**config.mk**
```make
export PLATFORM = sky130hd
export DESIGN_NAME = register_file_2r1w
export DESIGN_NICKNAME = d
export VERILOG_FILES = /design/src/rtl/cpu_pkg.sv /design/src/rtl/register_bank.sv /design/src/rtl/register_file_2r1w.sv
export SDC_FILE = /design/constraint.sdc
export NUM_CORES = 2
export LEC_CHECK = 0
export BUFFER_PORTS_ARGS = -buffer_cell sky130_fd_sc_hd__clkbuf_2
export CORE_UTILIZATION = 45
export CTS_BUF_LIST = sky130_fd_sc_hd__clkbuf_16
export CTS_CLUSTER_DIAMETER = 80
export CTS_CLUSTER_SIZE = 16
export DETAILED_ROUTE_END_ITERATION = 16
export PLACE_DENSITY = 0.6
export SLEW_MARGIN = 15
export SYNTH_ARGS = -nofsm -noshare
export SYNTH_HDL_FRONTEND = slang
export SYNTH_SLANG_ARGS = --single-unit
```
**constraint.sdc**
```tcl
create_clock -name clk -period 3.9 [get_ports clk]
set_input_delay 0.39 -clock clk [delete_from_list [all_inputs] [get_ports clk]]
set_output_delay 0.39 -clock clk [all_outputs]
set_load 0.005 [all_outputs]
```
**src/rtl/cpu_pkg.sv**
```systemverilog
// Shared widths and types for the integer datapath.
// Included by the register file and its storage bank.
package cpu_pkg;

    localparam int DATA_W = 32;
    localparam int ADDR_W = 5;

    localparam logic [4:0] REG_ZERO = 5'd0;

    typedef logic [ADDR_W-1:0] reg_addr_t;
    typedef logic [DATA_W-1:0] word_t;

endpackage

```
**src/rtl/register_bank.sv**
```systemverilog
// Register storage with one write port and two combinational read taps.
// Entry 0 is never written, so it holds zero after reset.
module register_bank
    import cpu_pkg::*;
#(
    parameter int DATA_W = cpu_pkg::DATA_W,
    parameter int ADDR_W = cpu_pkg::ADDR_W
) (
    input  logic              clk,
    input  logic              rst_n,
    input  logic              i_we,
    input  logic [ADDR_W-1:0] i_wr_addr,
    input  logic [DATA_W-1:0] i_wr_data,
    input  logic [ADDR_W-1:0] i_ra_addr,
    input  logic [ADDR_W-1:0] i_rb_addr,
    output logic [DATA_W-1:0] o_ra_data,
    output logic [DATA_W-1:0] o_rb_data
);

    localparam int DEPTH = 2 ** ADDR_W;

    logic [DATA_W-1:0] r_mem [DEPTH];
    logic              w_wr_ok;

    assign w_wr_ok = i_we && (i_wr_addr != ADDR_W'(REG_ZERO));

    always_ff @(posedge clk) begin
        if (!rst_n) begin
            for (int i = 0; i < DEPTH; i++) begin
                r_mem[i] <= '0;
            end
        end else if (w_wr_ok) begin
            r_mem[i_wr_addr] <= i_wr_data;
        end
    end

    assign o_ra_data = r_mem[i_ra_addr];
    assign o_rb_data = r_mem[i_rb_addr];

endmodule

```
**src/rtl/register_file_2r1w.sv**
```systemverilog
// 2-read/1-write register file with registered outputs and a
// read strobe; r0 reads as zero, optional same-cycle write bypass.
module register_file_2r1w
    import cpu_pkg::*;
#(
    parameter int DATA_W = cpu_pkg::DATA_W,
    parameter int ADDR_W = cpu_pkg::ADDR_W,
    parameter bit BYPASS = 1'b1
) (
    input  logic              clk,
    input  logic              rst_n,
    input  logic              rd_en,
    input  logic [ADDR_W-1:0] rs_addr,
    input  logic [ADDR_W-1:0] rt_addr,
    input  logic              we,
    input  logic [ADDR_W-1:0] wr_addr,
    input  logic [DATA_W-1:0] wr_data,
    output logic [DATA_W-1:0] A,
    output logic [DATA_W-1:0] B,
    output logic              out_valid
);

    logic [DATA_W-1:0] w_bank_a;
    logic [DATA_W-1:0] w_bank_b;
    logic [DATA_W-1:0] w_val_a;
    logic [DATA_W-1:0] w_val_b;
    logic [DATA_W-1:0] r_a;
    logic [DATA_W-1:0] r_b;
    logic              r_valid;

    register_bank #(
        .DATA_W (DATA_W),
        .ADDR_W (ADDR_W)
    ) u_bank (
        .clk       (clk),
        .rst_n     (rst_n),
        .i_we      (we),
        .i_wr_addr (wr_addr),
        .i_wr_data (wr_data),
        .i_ra_addr (rs_addr),
        .i_rb_addr (rt_addr),
        .o_ra_data (w_bank_a),
        .o_rb_data (w_bank_b)
    );

    // Zero check wins over bypass so a write to r0 never leaks out.
    function automatic logic [DATA_W-1:0] read_value(
        input logic [ADDR_W-1:0] addr,
        input logic [DATA_W-1:0] stored
    );
        if (addr == ADDR_W'(REG_ZERO)) begin
            return '0;
        end else if (BYPASS && we && (wr_addr == addr)) begin
            return wr_data;
        end else begin
            return stored;
        end
    endfunction

    assign w_val_a = read_value(rs_addr, w_bank_a);
    assign w_val_b = read_value(rt_addr, w_bank_b);

    always_ff @(posedge clk) begin
        if (!rst_n) begin
            r_a     <= '0;
            r_b     <= '0;
            r_valid <= 1'b0;
        end else if (rd_en) begin
            r_a     <= w_val_a;
            r_b     <= w_val_b;
            r_valid <= 1'b1;
        end else begin
            r_valid <= 1'b0;
        end
    end

    assign A         = r_a;
    assign B         = r_b;
    assign out_valid = r_valid;

endmodule
```
==> summary.txt <==
Clock network
  – # hold bufs at CTS: 0
  – # Post-CTS Setup Buffers: 0
  – # clock sinks: 1089
  – Post-cts repair resize count: 0
  – Clk buf depth: 3
  – Root Driver: clkbuf_16
  – CTS tree: built
  – H-tree depth: 3
  – TritonCTS buffer count: 79
  – Reg clk slew, reported paths: 0.07 ns
  – Later-pin clock latency in the skew report: around 0.68 ns

Routing
  – Antenna viol nets, final: 0
  – Wirelength per Cell: between 30 and 40 um
  – Pre-antenna DRT Iters: 6
  – Initial drt markers: approximately 4900
  – Vias per Instance: ~6.5
  – Total Wirelength: between 150000 and 200000 um
  – DRC: 0
  – Via count: 35800

Timing
  – Min Tclk post-route: ~2.8 ns
  – Unrepaired setup endpoints after global routing: no
  – Final count of hold timing violations: 0
  – Clock Skew: between 0.02 and 0.03 ns
  – Period utilization: 0.710
  – Max Clk Rate: ~360 MHz
  – Setup TNS: 0 ns
  – Slew Limit Fails: 0
  – Setup Viol. Count Final: 0
  – Max-slew headroom: 0.207
  – Tightest Pin Transition: about 1.2 ns

Setup path
  – CP Capture Type: flop
  – Crit path required time: ~4.5 ns
  – Worst-path fanout max: 45
  – Critical path class: in2reg
  – Critical Path AT: around 3.4 ns
  – Crit path launch type: primary input

Placement
  – HPWL after DPL: roughly 120000 um
  – Dpl cells: about 5300
  – GPL Wtd Cong: between 0.8 and 0.9
  – Port Buffers: 115

Floorplanning
  – Boundary pin count: roughly 120
  – Site row count: 130
  – Core ar.: about 130000 um^2
  – Initial Util: 0.454
  – Chip width: ~360 um
  – Die area: approximately 130000 um^2
  – Chip Height: between 300 and 400 um

Synthesis
  – Netlist cell types: roughly 50
  – Async set-or-reset flop fraction in the synthesized netlist: 0
  – Yosys warning total: 0
  – Prevailing post-synth register cell: edfxtp_1
  – Post-synthesis register bit count: about 1100
  – Post-synth top cells: edfxtp_1, and2_1, mux4_2
  – Area leader, netlist: edfxtp_1
  – Mapped Area: approximately 57000 um^2
  – Register area share after synthesis: 0.562
  – Number of flops mapped to enable cells by yosys: between 1000 and 1500
  – Synth top area cells: edfxtp_1, mux4_2, and2_1
  – Cells after Synth: 3763
  – Count leader, synth: edfxtp_1
  – Yosys top cell area share: 0.539
  – Syn_area_per_cell: about 15 um^2

Pwr
  – Leakage: between 20 and 25 nW
  – Maximum vdd drop: 315 uV
  – Pwr Density: 401 nW/um^2

Layout
  – Layout cells sized above 1: 0.259
  – Layout Cells excl Fill: ~5500
  – Multi-input gate area: ~24000 um^2
  – Sequential cell area: approximately 32000 um^2
  – # nets final: roughly 3800
  – Fillcell total: around 10000
  – Synth-to-Final Area Change: 9.78%

Worst hold path
  – HP Class: in2reg

Global route
  – GRT Util Overall: 0.306
  – First-pass GRT wire length: approximately 270000 um
  – Largest net degree at the start of global routing: 92
  – GR Overflow Total: 0
  – Initial antenna violation count: 13
  – Vias in the first global route: between 30000 and 40000

Job
  – Max_cap viols: 0

Status
  – Status: finished, final reports clean
critical path, cell delays in order:
cell and delay [ns]:
buf_2 0.84, nand2b_1 0.74, o22ai_1 0.43, o31ai_1 0.46, a211oi_1 0.10, o41ai_1 0.32
per-stage QoR:
step	worst slack, ns	hold WS, ns	total power, W	area, um^2	utilization
after floorplan	-0.0734	0.480	0.0160	57200	-
after global placement	0.295	0.485	0.0173	60400	0.480
after detailed placement	0.582	0.491	0.0173	60400	0.480
after CTS	1.31	0.265	0.0251	62600	0.498
after global routing	1.15	0.353	0.0257	62600	0.498
final	1.13	0.354	0.0251	62600	0.498
cell type report:
type,count,share of cell area
multi-input combinational,2304,0.381
inverter,4,0.000280
antenna,3,0.000120
sequential,1089,0.512
tap,1650,0.0330
clock buffer,79,0.0316
clock inverter,61,0.00448
timing repair buffer,289,0.0379
cells in the final DEF (no fill, tap or decap), drive strengths merged, types with 9 or more instances in the layout:
master   instances
edfxtp        1024
and2          1012
mux4           511
clkbuf         185
buf            183
mux2i          124
nor2            97
a22oi           77
nand2b          66
dfxtp           65
inv             61
nand3           47
o22ai           47
o21ai           47
mux2            46
nand2           33
conb            32
a21oi           25
a211o           19
o31ai           19
a211oi          18
xnor2           10
o2111ai         10
o41ai            9
sequential cells by signal, summed over array words and instances (netlist names):
signal and cells:
u_bank.r_mem 1024, A 32, B 32, out_valid 1
where the power goes:
| group | internal (W) | switching [W] | leakage [nW] |
|---|---|---|---|
| clock | 0.00375 | 0.00419 | 1.30 |
| combinational | 0.00139 | 0.00191 | 10.0 |
| sequential | 0.0134 | 0.000426 | 10.3 |
logic make-up (layout without fill, tap and decap cells):
family,after synthesis,after routing,share of synthesized area
and+or+nand+nor,1277,1277,0.134
AOI/OAI and AO/OA,304,304,0.0370
DFF,1089,1089,0.562
other,1,35,0.0000657
xor gates and xnor gates,10,10,0.00154
buffers and inverters,401,433,0.0331
muxes,681,681,0.233
metal layers:
metal | up-vias | track usage | routed length (um)
met5 | - | 0 | 57
met4 | 8 | 0.0906 | 5460
met3 | 310 | 0.0776 | 22300
met2 | 2160 | 0.465 | 88900
met1 | 18900 | 0.434 | 78000
li1 | 14400 | - | -
path summary, 6_finish.rpt:
| kind | start | end | slack (ns) | cells past startpoint |
|---|---|---|---|---|
| worst max register to register | u_bank.r_mem[8][17] | A[17] | 1.84 | 4 |
| worst max-delay path | rt_addr[2] | B[6] | 1.13 | 6 |
| worst min register to register | A[2] | A[2] | 0.51 | 2 |
| worst min-delay path | rd_en | out_valid | 0.35 | 2 |
No activity file was read; power rests on OpenSTA's default activity.
